==> src/rtl/imm_gen_pipe.sv <==
// RISC-V immediate generator with a circular output FIFO.
// Decodes in_inst on push; the buffer head drives out_* one cycle later.
module imm_gen_pipe #(
  parameter int XLEN  = 32,
  parameter int DEPTH = 2
) (
  input  logic            clk,
  input  logic            rst_n,
  input  logic            in_valid,
  output logic            in_ready,
  input  logic [31:0]     in_inst,
  output logic            out_valid,
  input  logic            out_ready,
  output logic [XLEN-1:0] out_imm,
  output logic [2:0]      out_fmt,
  output logic            out_illegal,
  output logic [15:0]     illegal_cnt
);

  localparam int AW = $clog2(DEPTH);
  localparam logic [AW:0]   DEPTH_CNT = (AW+1)'(DEPTH);
  localparam logic [AW:0]   CNT_ONE   = 1;
  localparam logic [AW-1:0] PTR_ONE   = 1;

  localparam logic [6:0] OP_LOAD  = 7'b0000011;
  localparam logic [6:0] OP_JALR  = 7'b1100111;
  localparam logic [6:0] OP_IMM   = 7'b0010011;
  localparam logic [6:0] OP_STORE = 7'b0100011;
  localparam logic [6:0] OP_BR    = 7'b1100011;
  localparam logic [6:0] OP_LUI   = 7'b0110111;
  localparam logic [6:0] OP_AUIPC = 7'b0010111;
  localparam logic [6:0] OP_JAL   = 7'b1101111;
  localparam logic [6:0] OP_REG   = 7'b0110011;

  localparam logic [2:0] FMT_R   = 3'd0;
  localparam logic [2:0] FMT_I   = 3'd1;
  localparam logic [2:0] FMT_S   = 3'd2;
  localparam logic [2:0] FMT_B   = 3'd3;
  localparam logic [2:0] FMT_U   = 3'd4;
  localparam logic [2:0] FMT_J   = 3'd5;
  localparam logic [2:0] FMT_SH  = 3'd6;
  localparam logic [2:0] FMT_ILL = 3'd7;

  logic [6:0]      opcode;
  logic [2:0]      funct3;
  logic [XLEN-1:0] sx;
  logic [XLEN-1:0] dec_imm;
  logic [2:0]      dec_fmt;

  logic [XLEN-1:0] mem_imm_q [DEPTH];
  logic [XLEN-1:0] mem_imm_d [DEPTH];
  logic [2:0]      mem_fmt_q [DEPTH];
  logic [2:0]      mem_fmt_d [DEPTH];

  logic [AW-1:0] wr_ptr_q, wr_ptr_d;
  logic [AW-1:0] rd_ptr_q, rd_ptr_d;
  logic [AW:0]   count_q, count_d;
  logic [15:0]   illegal_cnt_q, illegal_cnt_d;

  logic full;
  logic push;
  logic pop;

  assign opcode = in_inst[6:0];
  assign funct3 = in_inst[14:12];
  assign sx     = {XLEN{in_inst[31]}};

  // Each format starts from the all-sign vector and overwrites its low field.
  always_comb begin
    dec_imm = '0;
    dec_fmt = FMT_ILL;
    case (opcode)
      OP_LOAD, OP_JALR: begin
        dec_fmt       = FMT_I;
        dec_imm       = sx;
        dec_imm[11:0] = in_inst[31:20];
      end
      OP_IMM: begin
        if (funct3 == 3'b001 || funct3 == 3'b101) begin
          dec_fmt      = FMT_SH;
          dec_imm[4:0] = in_inst[24:20];
          if (XLEN == 64) dec_imm[5] = in_inst[25];
        end else begin
          dec_fmt       = FMT_I;
          dec_imm       = sx;
          dec_imm[11:0] = in_inst[31:20];
        end
      end
      OP_STORE: begin
        dec_fmt       = FMT_S;
        dec_imm       = sx;
        dec_imm[11:0] = {in_inst[31:25], in_inst[11:7]};
      end
      OP_BR: begin
        dec_fmt       = FMT_B;
        dec_imm       = sx;
        dec_imm[12:0] = {in_inst[31], in_inst[7], in_inst[30:25], in_inst[11:8], 1'b0};
      end
      OP_LUI, OP_AUIPC: begin
        dec_fmt       = FMT_U;
        dec_imm       = sx;
        dec_imm[31:0] = {in_inst[31:12], 12'b0};
      end
      OP_JAL: begin
        dec_fmt       = FMT_J;
        dec_imm       = sx;
        dec_imm[20:0] = {in_inst[31], in_inst[19:12], in_inst[20], in_inst[30:21], 1'b0};
      end
      OP_REG: begin
        dec_fmt = FMT_R;
      end
      default: begin
        dec_fmt = FMT_ILL;
      end
    endcase
  end

  assign full      = (count_q == DEPTH_CNT);
  assign in_ready  = rst_n & ~full;
  assign out_valid = (count_q != '0);
  assign push      = in_valid & in_ready;
  assign pop       = out_valid & out_ready;

  always_comb begin
    mem_imm_d = mem_imm_q;
    mem_fmt_d = mem_fmt_q;
    if (push) begin
      mem_imm_d[wr_ptr_q] = dec_imm;
      mem_fmt_d[wr_ptr_q] = dec_fmt;
    end
  end

  always_comb begin
    wr_ptr_d      = push ? wr_ptr_q + PTR_ONE : wr_ptr_q;
    rd_ptr_d      = pop  ? rd_ptr_q + PTR_ONE : rd_ptr_q;
    count_d       = count_q;
    illegal_cnt_d = illegal_cnt_q;
    case ({push, pop})
      2'b10:   count_d = count_q + CNT_ONE;
      2'b01:   count_d = count_q - CNT_ONE;
      default: count_d = count_q;
    endcase
    if (push && dec_fmt == FMT_ILL && illegal_cnt_q != 16'hFFFF)
      illegal_cnt_d = illegal_cnt_q + 16'd1;
  end

  // Storage needs no reset: the head is masked whenever the FIFO is empty.
  always_ff @(posedge clk) begin
    mem_imm_q <= mem_imm_d;
    mem_fmt_q <= mem_fmt_d;
  end

  always_ff @(posedge clk) begin
    if (!rst_n) begin
      wr_ptr_q      <= '0;
      rd_ptr_q      <= '0;
      count_q       <= '0;
      illegal_cnt_q <= '0;
    end else begin
      wr_ptr_q      <= wr_ptr_d;
      rd_ptr_q      <= rd_ptr_d;
      count_q       <= count_d;
      illegal_cnt_q <= illegal_cnt_d;
    end
  end

  assign out_imm     = out_valid ? mem_imm_q[rd_ptr_q] : '0;
  assign out_fmt     = out_valid ? mem_fmt_q[rd_ptr_q] : 3'd0;
  assign out_illegal = out_valid && (mem_fmt_q[rd_ptr_q] == FMT_ILL);
  assign illegal_cnt = illegal_cnt_q;

endmodule

==> config.mk <==
export PLATFORM = sky130hd
export DESIGN_NAME = imm_gen_pipe
export DESIGN_NICKNAME = d
export VERILOG_FILES = /design/src/rtl/imm_gen_pipe.sv
export SDC_FILE = /design/constraint.sdc
export NUM_CORES = 1
export LEC_CHECK = 0
export ABC_CLOCK_PERIOD_IN_PS = 3200
export CAP_MARGIN = 10
export CORE_MARGIN = 3
export CORE_UTILIZATION = 45
export DETAILED_ROUTE_END_ITERATION = 6
export HOLD_SLACK_MARGIN = 0.1
export PLACE_DENSITY_LB_ADDON = 0.05
export SYNTH_ARGS = -nofsm -noshare
export SYNTH_HDL_FRONTEND = slang
export SYNTH_SLANG_ARGS = --single-unit
==> constraint.sdc <==
create_clock -name clk -period 3.2 [get_ports clk]
set_input_delay 0.64 -clock clk [delete_from_list [all_inputs] [get_ports clk]]
set_output_delay 0.64 -clock clk [all_outputs]
set_load 0.01 [all_outputs]
[Word level (Yosys, flattened, before mapping)]
Index checks and enable logic that the tools add are counted.
W data, S select, Z words.
Word-level totals
  word-level logic and storage cells: 67
  flip-flop bits (word level): 90
Operators by class
  equal/unequal tests: 17
  add/subtract/negate cells: 5
  $lt $le $gt $ge: 3
  bitwise gates (word level): 6
  reduce and logical (&&, ||, !) cells: 9
  mux-type cells: 19
Operators with widths (number)
  $pmux W32 S6: 1
  $mux W32: 5
  $bwmux W64: 1
  $demux W32 S1: 1
  $mux W27: 1
  $eq A7 B6 Y1 const B: 3
  $eq A7 B7 Y1 const B: 3
  $pmux W3 S7: 1
  $mux W3: 6
  $add A16 B1 Y16 const B: 1
  $ne A16 B16 Y1 const B: 1
  $eq A7 B5 Y1 const B: 2
  $eq A3 B3 Y1 const B: 3
  $eq A7 B2 Y1 const B: 1
  $bwmux W6: 1
  $eq A2 B2 Y1 const B: 2
  $ge A2 B2 Y1 const B: 2
  $logic_and A1 B1 Y1: 4
  $not A1 Y2: 2
  $pmux W2 S2: 1
  $reduce_bool A2 Y1: 2
  $reduce_or A2 Y1: 2
  $and A1 B1 Y1: 3
  $demux W3 S1: 1
  other kinds (8): 9

[Longest topological paths before layout]
Gate-level depths: netlist of the first run.
  depth after elaboration: 7
  mapped depth: 8

[Least setup slack after synthesis of the first run]
Ideal clock, no wire load.
  path type: input-to-reg
  start point: input rst_n
  end point: register mem_fmt_q[3] (netlist bit), enable pin
  path slack: 0.253 ns
  stages on the path: 4
  path buffers: 1
  data required time: 2.773 ns
  arrival time: 2.520 ns
  path through: and3_1 -> buf_2 -> inv_1 -> nor2_1
On the way
  cells in the longest elaborated chain, start to end: 2
RTL lines
  start, declared: RTL line 8  | input logic rst_n,
  $and A1 B1 Y1: RTL line 119  | assign in_ready = rst_n & ~full;
  $and A1 B1 Y1: RTL line 121  | assign push = in_valid & in_ready;
  end signal, assigned: RTL line 150  | mem_fmt_q <= mem_fmt_d;
  end, declared: RTL line 52  | logic [2:0] mem_fmt_q [DEPTH];
Every way passes these cells.
A chain may end at the register's enable or synchronous reset.

[Worst setup path after layout of the first run]
  start point: register rd_ptr_q
  end point: output out_imm[27]
On the way
  cells in the longest elaborated chain, start to end: 5
RTL lines
  start, declared: RTL line 56  | logic [AW-1:0] rd_ptr_q, rd_ptr_d;
  start signal, assigned: RTL line 161  | rd_ptr_q <= rd_ptr_d;
  $not A1 Y2 (implied by the code): RTL line 167  | assign out_imm = out_valid ? mem_imm_q[rd_ptr_q] : '0;
  $mux W32 (implied by the code) (3 in series): RTL line 167
  $mux W32: RTL line 167
  end, declared: RTL line 14  | output logic [XLEN-1:0] out_imm,
Every way passes these cells. The select of a mux whose other input is x is not followed.

==> flow_summary.toml, run 1 <==
[cells_and_area]
syn2layout_area_growth_pct = 29.6
regArea_mm2 = 0.00250
fillers = 740
utilization_pct = 61.6
drive_gt1_share_pct = 7.51
nets = 486
multi_input_area_mm2 = 0.00164
antenna_cells = 0

[route]
wl_met1_mm = 4.25
vias_per_cell = 5.52
dr_wl_met3_um = 481
ant_nets = 0
drc_errors = 0
drt_wl_total_mm = 9.59
wire_per_inst_um = 17.1
highest_layer = "met4"
firstDrtPassIters = 4
via_count = 3095
wl_met2_mm = 4.74
drtIter0Drc = 137

[clock_tree]
post_cts_buffers = 0
clk_latency_ps = 350
cts_buffers = 9
cts.root.buffer_cell = "clkbuf_8"
path_clk_slew_ps = 90
htreeDepth = 3
cts_num_sinks = 90
tritoncts = "done"
cts_buffer_depth = 2
cts_resized = 0
holdBufCountCts = 0

[setup_path]
max_stage_delay_ps = 630
critPathKind = "reg -> out"
critical-path-slowest-cell = "dfxtp_2"
worstPathRequired_ps = 2560
start_kind = "register"
reg2reg_depth = 7
r2r_setup_slack_ps = 1150
timing.rr.end = "count_q[1]"
endpoint_kind = "primary output"
timing.rr.start = "count_q[0]"
worstPathArrival_ps = 2090
crit_path_max_fanout = 24
setup.worst_path.end = "out_imm[27]"
crit_chain = "buf_12, mux2i_1, nor2_1, clkdlybuf4s50_1"
cp-startpoint = "rd_ptr_q"

[logic_synthesis]
yosysTopAreaCellShare_pct = 49.5
yosysSeqAreaShare_pct = 58.9
synthCells = 356
syn_area_mm2 = 0.00425
yosys.area.top_type = "edfxtp_1"
yosys.cell_types.count = 50
avgSynthCellArea_um2 = 11.9
synth_area_leaders = "edfxtp_1 (49%), mux2i_1 (11%), dfxtp_1 (9.4%)"
synthArstFlopShare_pct = 0
synth_enable_flop_cells = 70
ys_warn_count = 0
syn_nets = 394
synthFlopType = "edfxtp_1"
ys_ff_latch = 90

[run]
cap_violations = 0

[timing]
slew_headroom_pct = 69.0
fin_tns_setup_ps = 0
fmax_mhz = 367
skew_ps = 11.4
holdWs_ps = 505
hold_viol_final = 0
tightest_slew_ps = 466
fin_crit_sh_pct = 85.2
period_needed_ps = 2730
drv_slew = 0
setup_viol = 0
rsz0062_at_grt = "no"

[global_routing]
grt_pass1_vias = 3070
grt_max_degree = 38
track_usage_pct = 18.7
antenna_found_initial = 0
grt_overflow = 0
grt_first_pass_wirelength_mm = 15.2

[place]
place_congestion = 0.836
io_buffer_count = 89
dpl.hpwl_mm = 6.65

[status]
status = "completed"

[hold_path]
min_path_cells = 2
hp-class = "reg -> reg"

[die]
die_width_um = 103
start_util_pct = 47.5
io_pins = 90
fp.dieH_um = 103
core_mm2 = 0.00893
fp-row-count = 34
die_area_mm2 = 0.0106

[pwr]
powerDensity_mw_per_mm2 = 617
p_leak_nw = 2.01
irDropWorstVdd_mv = 0.315
==> synthesized netlist by cell type (all sizes together) (2+ instances only) <==
cell type and number:
nand3b 5, and2 10, o21ai 4, o31ai 3
xor2 2, or4 4, clkbuf 13, buf 5
mux2i 45, a22o 4, nand4b 2, ha 2
nand4 5, a31oi 2, nor4 2, a21oi 6
edfxtp 70, inv 5, o311ai 2, nand3 8
nor2 46, and3 4, xnor2 2, nand2 23
dfxtp 20, and4 2, nor3 9, o41ai 2
nor2b 3, nand2b 8, nor3b 3, a21o 20
or3 2
==> logic make-up (layout without fill, tap and decap cells) <==
family / Yosys count / count (layout) / synth area share, %
AOI/OAI and AO/OA: 50 / 50 / 8.69
xor gates and xnor gates: 4 / 4 / 0.825
adders and majority gates: 2 / 2 / 0.589
buffers and inverters: 23 / 120 / 2.62
DFF: 90 / 90 / 58.9
muxes: 45 / 45 / 10.6
and+or+nand+nor: 142 / 142 / 17.8
==> registers in the layout (all words and copies together) (netlist names) <==
register,count
count_q,2
mem_fmt_q,6
illegal_cnt,16
rd_ptr_q,1
mem_imm_q,64
wr_ptr_q,1
==> routing by layer <==
| layer | GRT usage, % | vias up |
|---|---|---|
| met1 | 24.7 | 1490 |
| met2 | 30.7 | 89 |
| met5 | 0 | - |
| met3 | 3.65 | 11 |
| met4 | 6.57 | 0 |
| li1 | - | 1505 |
==> power by group <==
part	total, mW	internal (mW)	switching (mW)
Clock	0.793	0.384	0.409
Sequential	1.41	1.34	0.0750
Combinational	1.19	0.627	0.563
Total	3.40	2.35	1.05
==> worst min path at each step <==
stage | startpoint | to | slack, ps
2_1_floorplan | count_q[1] | count_q[1] | 470
5_1_grt | illegal_cnt[12] | illegal_cnt[12] | 520
4_1_cts | illegal_cnt[12] | illegal_cnt[12] | 500
3_5_place_dp | illegal_cnt[12] | illegal_cnt[12] | 480
3_3_place_gp | illegal_cnt[12] | illegal_cnt[12] | 480
6_report | illegal_cnt[12] | illegal_cnt[12] | 510
==> stage by stage <==
stage | power [mW] | setup slack [ps] | std cells | area, um^2
finish | 3.40 | 473 | 561 | 5510
global route | 3.58 | 362 | 561 | 5510
floorplan | 2.02 | 253 | 356 | 4250
global placement | 2.63 | 273 | 545 | 5310
CTS | 3.44 | 438 | 561 | 5510
detailed placement | 2.65 | 222 | 545 | 5310
==> worst max-delay path: cells and delay by family (launching register included) <==
kind          cells  cell delay (ps)
mux               1              100
simple gates      1              150
flops             1              630
buf+inv           2              850
==> final cells by class <==
| cell class | count | area share, % |
|---|---|---|
| flip-flops and latches | 90 | 45.5 |
| well taps | 108 | 2.45 |
| clock inverters | 6 | 1.16 |
| repair buffers | 99 | 18.2 |
| multi-input cells | 243 | 29.9 |
| inverters | 5 | 0.341 |
| clock buffers | 10 | 2.50 |
==> layout by cell type, fill, tap and decap left out, drive strengths merged, types with 2 or more instances in the layout <==
cell type / count
a21o: 20
a21oi: 6
a22o: 4
a31oi: 2
and2: 10
and3: 4
and4: 2
buf: 10
clkbuf: 10
clkdlybuf4s50: 89
clkinv: 2
dfxtp: 20
edfxtp: 70
ha: 2
inv: 7
mux2i: 45
nand2: 23
nand2b: 8
nand3: 8
nand3b: 5
nand4: 5
nand4b: 2
nor2: 46
nor2b: 3
nor3: 9
nor3b: 3
nor4: 2
o21ai: 4
o311ai: 2
o31ai: 3
o41ai: 2
or3: 2
or4: 4
xnor2: 2
xor2: 2
Note: power is estimated with default switching activity, not from simulation.
==> run 2, diff against run 1 <==
--- a/config.mk
+++ b/config.mk
@@ -6,12 +6,13 @@
 export NUM_CORES = 1
 export LEC_CHECK = 0
 export ABC_CLOCK_PERIOD_IN_PS = 3200
-export CAP_MARGIN = 10
+export CAP_MARGIN = 20
 export CORE_MARGIN = 3
 export CORE_UTILIZATION = 45
 export DETAILED_ROUTE_END_ITERATION = 6
 export HOLD_SLACK_MARGIN = 0.1
 export PLACE_DENSITY_LB_ADDON = 0.05
+export SLEW_MARGIN = 20
 export SYNTH_ARGS = -nofsm -noshare
 export SYNTH_HDL_FRONTEND = slang
 export SYNTH_SLANG_ARGS = --single-unit
==> results of run 2 <==
Same layout as run 1: the final DEF is identical, and so are final timing and power.
==> run 3, diff against run 2 <==
--- a/config.mk
+++ b/config.mk
@@ -11,6 +11,7 @@
 export CORE_UTILIZATION = 45
 export DETAILED_ROUTE_END_ITERATION = 6
 export HOLD_SLACK_MARGIN = 0.1
+export MAX_ROUTING_LAYER = met4
 export PLACE_DENSITY_LB_ADDON = 0.05
 export SLEW_MARGIN = 20
 export SYNTH_ARGS = -nofsm -noshare
==> run 3 against run 2 <==
Non-clock buffer count unchanged. Critical path depth unchanged. Sequential share of layout area unchanged. Clock power up 0.8%. Global-route usage up 0.56 points. Die area unchanged. Sequential power about the same. Power about the same. Cell area unchanged. Maximum frequency about the same. Cell count unchanged.
==> flow_summary.toml, run 3 (same netlist as run 1, synthesis figures left out) <==
[timing]
hold_viol_final = 0
skew_ps = 14.8
rsz0062_at_grt = "no"
tightest_slew_ps = 459
drv_slew = 0
fmax_mhz = 367
setup_viol = 0
slew_headroom_pct = 69.4
fin_crit_sh_pct = 85.2
fin_tns_setup_ps = 0
period_needed_ps = 2730

[place]
dpl.hpwl_mm = 6.65
place_congestion = 0.849
dpl_cell_area_mm2 = 0.00531
io_buffer_count = 89

[status]
status = "completed"

[setup_path]
crit_path_max_fanout = 24
worstPathArrival_ps = 2090
worstPathRequired_ps = 2560
critPathKind = "reg -> out"
endpoint_kind = "primary output"
start_kind = "register"

[cells_and_area]
regArea_mm2 = 0.00250
syn2layout_area_growth_pct = 29.6
layout_commonest_cell = "clkdlybuf4s50_1"
multi_input_area_mm2 = 0.00164
final_cell_mix = "clkdlybuf4s50_1 (89), edfxtp_1 (70), mux2i_1 (45)"
nets = 486
fillers = 740
largest-register = "mem_imm_q"
stdcell_area_mm2 = 0.00551
largest_reg_flops = 64
drive_gt1_share_pct = 7.51
antenna_cells = 0

[pwr]
seq_power_share_pct = 41.6
irDropWorstVdd_mv = 0.312
switchingPower_mw = 1.05
p_int_mw = 2.35
p_leak_nw = 2.01
power.share.combinational_pct = 34.9
switching_share_pct = 30.9
clkPwrFrac_pct = 23.5
powerDensity_mw_per_mm2 = 618

[clock_tree]
path_clk_slew_ps = 90
cts_num_sinks = 90
cts_buffers = 9
htreeDepth = 3
cts_resized = 0
tritoncts = "done"
cts_buffer_depth = 2
holdBufCountCts = 0
post_cts_buffers = 0
clk_latency_ps = 360
cts.root.buffer_cell = "clkbuf_8"

[route]
vias_per_cell = 5.51
drc_errors = 0
drtIter0Drc = 118
drt_wl_total_mm = 9.56
via_count = 3093
firstDrtPassIters = 4
ant_nets = 0
wire_per_inst_um = 17.0

[die]
start_util_pct = 47.5
io_pins = 90
core_mm2 = 0.00893
fp.dieH_um = 103
die_width_um = 103
fp-row-count = 34
die_area_mm2 = 0.0106

[global_routing]
antenna_found_initial = 0
grt_pass1_vias = 3079
grt_max_degree = 38
grt_first_pass_wirelength_mm = 15.2
track_usage_pct = 19.2
grt_overflow = 0

[run]
cap_violations = 0

[hold_path]
hp-class = "reg -> reg"
==> run 3: cell counts in the layout (fill, tap and decap cells not counted) <==
Identical to the previous run, type by type.
==> run 3: power by group through the flow <==
stage | Clock [mW] | Sequential (mW) | Combinational (mW)
after global placement | 0 | 1.44 | 1.20
after global routing | 0.857 | 1.42 | 1.30
after CTS | 0.810 | 1.42 | 1.22
after detailed placement | 0 | 1.44 | 1.21
after floorplan | 0 | 1.40 | 0.621
final | 0.799 | 1.41 | 1.19
==> run 3: final cells by class <==
class                      instances  area share (%)
clock inverter                     6            1.16
multi-input combinational        243            29.9
clock buffer                      10            2.50
tap                              108            2.45
timing repair buffer              99            18.2
sequential                        90            45.5
inverter                           5           0.341
==> run 3: final timing paths <==
path,startpoint,end,slack [ps],cells past startpoint
min,illegal_cnt[12],illegal_cnt[12],500,2
max,rd_ptr_q,out_imm[27],470,4
min reg2reg,illegal_cnt[12],illegal_cnt[12],500,2
max reg2reg,count_q[0],count_q[1],1160,7
==> run 3: per-layer routing <==
metal / global-route usage [%] / wire length [um] / up-vias
met1: 24.8 / 4280 / 1486
met2: 30.9 / 4700 / 90
li1: - / - / 1503
met5: - / 0 / -
met4: 6.57 / 148 / 0
met3: 3.32 / 434 / 14
==> run 3: through the flow <==
stage	utilization [%]	total power [mW]	hold WS, ps	worst slack, ps	instances
detailed placement	59.4	2.65	478	222	545
global placement	59.4	2.63	476	273	545
CTS	61.6	3.44	500	438	561
global route	61.6	3.58	518	362	561
floorplan	-	2.02	472	253	356
finish	61.6	3.40	505	472	561
==> run 3: worst max-delay path, cell delays in order (launching register included) <==
cell and delay (ps):
dfxtp_2 630, buf_12 270, mux2i_1 100, nor2_1 150
clkdlybuf4s50_1 570
==> patch, RTL diff (flow settings as in run 2) <==
`DEPTH`: 2 -> 4.
--- a/src/rtl/imm_gen_pipe.sv
+++ b/src/rtl/imm_gen_pipe.sv
@@ -3,5 +3,5 @@
 module imm_gen_pipe #(
   parameter int XLEN  = 32,
-  parameter int DEPTH = 2
+  parameter int DEPTH = 4
 ) (
   input  logic            clk,
Function: changed (a bounded check fails within 4 cycles, from zero or initial values and one cycle with rst_n low).
==> patch against run 2 <==
Power increased by 83%; critical path type unchanged; first-iteration DRC count grew 49%; count of clock-buffer cells in the layout grew 15; combinational power increased by 43%; synthesized area up 64%; wire length is 55% higher; worst setup slack worse by 0.34 ns; global-route usage decreased by 0.11 points; design area increased by 61%; cell count grew 35%; sequential cell count increased by 73; maximum frequency down 11%.
==> patch: results (changes against run 2) <==
| Metric | Value |
|---|---|
| Crit-path max FO | `26 (+8.3%)` |
| Setup bufs post-CTS | `0 (unchanged)` |
| Pre-CTS setup slack | `0.105 ns (-0.118 ns)` |
| Clk root buf | `clkbuf_16` |
| Max reg flops | `128 (+100%)` |
| Outcome | `finished, final reports clean` |
| Num CTS Buffers | `17 (+8)` |
| Routed vias/inst | `5.45 (-1.3%)` |
| Ys Warns | `0 (unchanged)` |
| Cts repair resizes | `0 (unchanged)` |
| Distinct cells, synth | `46 (-8.0%)` |
| Worst-skew pair later-pin latency | `0.41 ns (+0.06 ns)` |
| Nets | `605 (+24%)` |
| Vias in the first global route | `4307 (+40%)` |
| Worst slew pin tran | `0.418 ns (-0.0480 ns)` |
| Antenna violations before repair | `0 (unchanged)` |
| Compound-gate portion of the synthesized area | `5.11% (-3.6 points)` |
| Layout cells sized above 1 | `15.7% (+8.1 points)` |
| Hpwl dp | `9740 µm (+46%)` |
| Register area share after synthesis | `67.1% (+8.1 points)` |
| Top cells by count, synth | `edfxtp_1, and2_1, nand2_1, mux4_2, dfxtp_1` |
| Ant. Diodes | `0 (unchanged)` |
| Post-synth EDFFs | `140 (+100%)` |
| Dominant cells by area after synthesis | `edfxtp_1, mux4_2, dfxtp_1` |
| TritonRoute pass-1 iters | `4 (unchanged)` |
| Port Buf Inserts | `89 (unchanged)` |
| Gr usage total | `18.6% (-0.11 points)` |
| Pin count of the biggest net entering global routing | `36 (-5.3%)` |
| Placer Congestion | `0.829 (-0.86%)` |
| Fillers | `1148 (+55%)` |
| Top reg by flops | `mem_imm_q` |
| Synthesized net count | `494 (+25%)` |
| Ys async rst share | `0% (unchanged)` |
| H-tree levels | `4 (+1)` |
| Maximum clock path buffer count | `2 (unchanged)` |
| First-pass GRT wire length | `23400 µm (+54%)` |
| Final Hold Viols | `0 (unchanged)` |
| Data arrival time of the critical path | `2.42 ns (+0.33 ns)` |
| Internal Power | `0.00468 W (+99%)` |
| DRT iter0 DRCs | `204 (+49%)` |
| XOR/XNOR share of the synthesized area | `0.755% (-0.069 points)` |
| Post-synthesis mux area share | `12.5% (+1.9 points)` |
| Peak supply drop | `0.000391 V (+24%)` |
| Routed length per instance | `19.6 µm (+15%)` |
| Clock skew | `0.00769 ns (-0.00367 ns)` |
| Adder-cell share of the synthesized area | `1.37% (+0.78 points)` |
| CTS clock-pin slew for the worst setup and hold paths | `0.06 ns (-0.03 ns)` |
| HP Class | `flip-flop to flip-flop` |
| LEAKAGE | `3.16 nW (+57%)` |
==> patch: changes by cell type after synthesis, moves of 8 or more <==
cell             run 2  this run
nand2_1             23        41
and3_1               2        10
mux4_2               0        35
mux2i_1             45         8
edfxtp_1            70       140
a21o_1              20        11
and2_1              10        44
nor2_1              46        12
==> patch: worst max-delay path: stages (launching register included) <==
cell and delay (ns):
dfxtp_2 0.49, buf_12 0.28, mux4_2 0.55, and2_1 0.20, clkdlybuf4s50_1 0.49
==> patch: logic make-up (layout without fill, tap and decap cells) <==
family / after synthesis / count (layout)
fa+ha+maj: 7 / 7
buf+inv: 34 / 158
compound gates: 50 / 50
simple gates: 148 / 148
flops: 163 / 163
mux: 43 / 43
xor+xnor: 6 / 6
==> patch: metrics by stage <==
step | instance area, µm² | cells | power [W] | util (%)
final | 8860 | 759 | 0.00623 | 59.8
after global routing | 8860 | 759 | 0.00652 | 59.8
after CTS | 8860 | 759 | 0.00632 | 59.8
after global placement | 8260 | 727 | 0.00423 | 55.8
after detailed placement | 8260 | 727 | 0.00425 | 55.8
after floorplan | 6960 | 451 | 0.00342 | -
==> patch: final cells by class <==
cell class                      count  area, µm²  share of cell area (%)
Clock buffer                       25        465                    5.25
Clock inverter                      7        133                    1.50
Inverter                           13       48.8                   0.551
Multi-Input combinational cell    254       2170                    24.5
Sequential cell                   163       4670                    52.7
Tap cell                          184        230                    2.60
Timing Repair Buffer              113       1150                    12.9
==> patch: power groups by stage <==
stage / Clock (W) / Sequential, W / Combinational [W]
CTS: 0.00210 / 0.00246 / 0.00176
global placement: 0 / 0.00250 / 0.00173
floorplan: 0 / 0.00247 / 0.000948
detailed placement: 0 / 0.00251 / 0.00175
global route: 0.00220 / 0.00247 / 0.00185
finish: 0.00206 / 0.00246 / 0.00170
==> patch: worst paths after layout <==
path                                                  start                            to  slack, ns  cells after the start
worst max-delay path               rd_ptr_q[0]$_SDFFE_PN0P_                   out_imm[24]       0.14                      4
worst min-delay path            illegal_cnt[4]$_SDFFE_PN0P_   illegal_cnt[4]$_SDFFE_PN0P_       0.48                      1
worst max register to register      count_q[1]$_SDFFE_PN0P_  illegal_cnt[10]$_SDFFE_PN0P_       0.88                      7
worst min register to register  illegal_cnt[4]$_SDFFE_PN0P_   illegal_cnt[4]$_SDFFE_PN0P_       0.48                      1
==> patch: metal layers <==
metal	vias up	track usage, %	part of all wire (%)
met5	-	0	0
met2	104	31.0	52
met4	0	7.38	1.5
li1	1951	-	-
met1	2063	23.9	43
met3	17	3.89	4.1
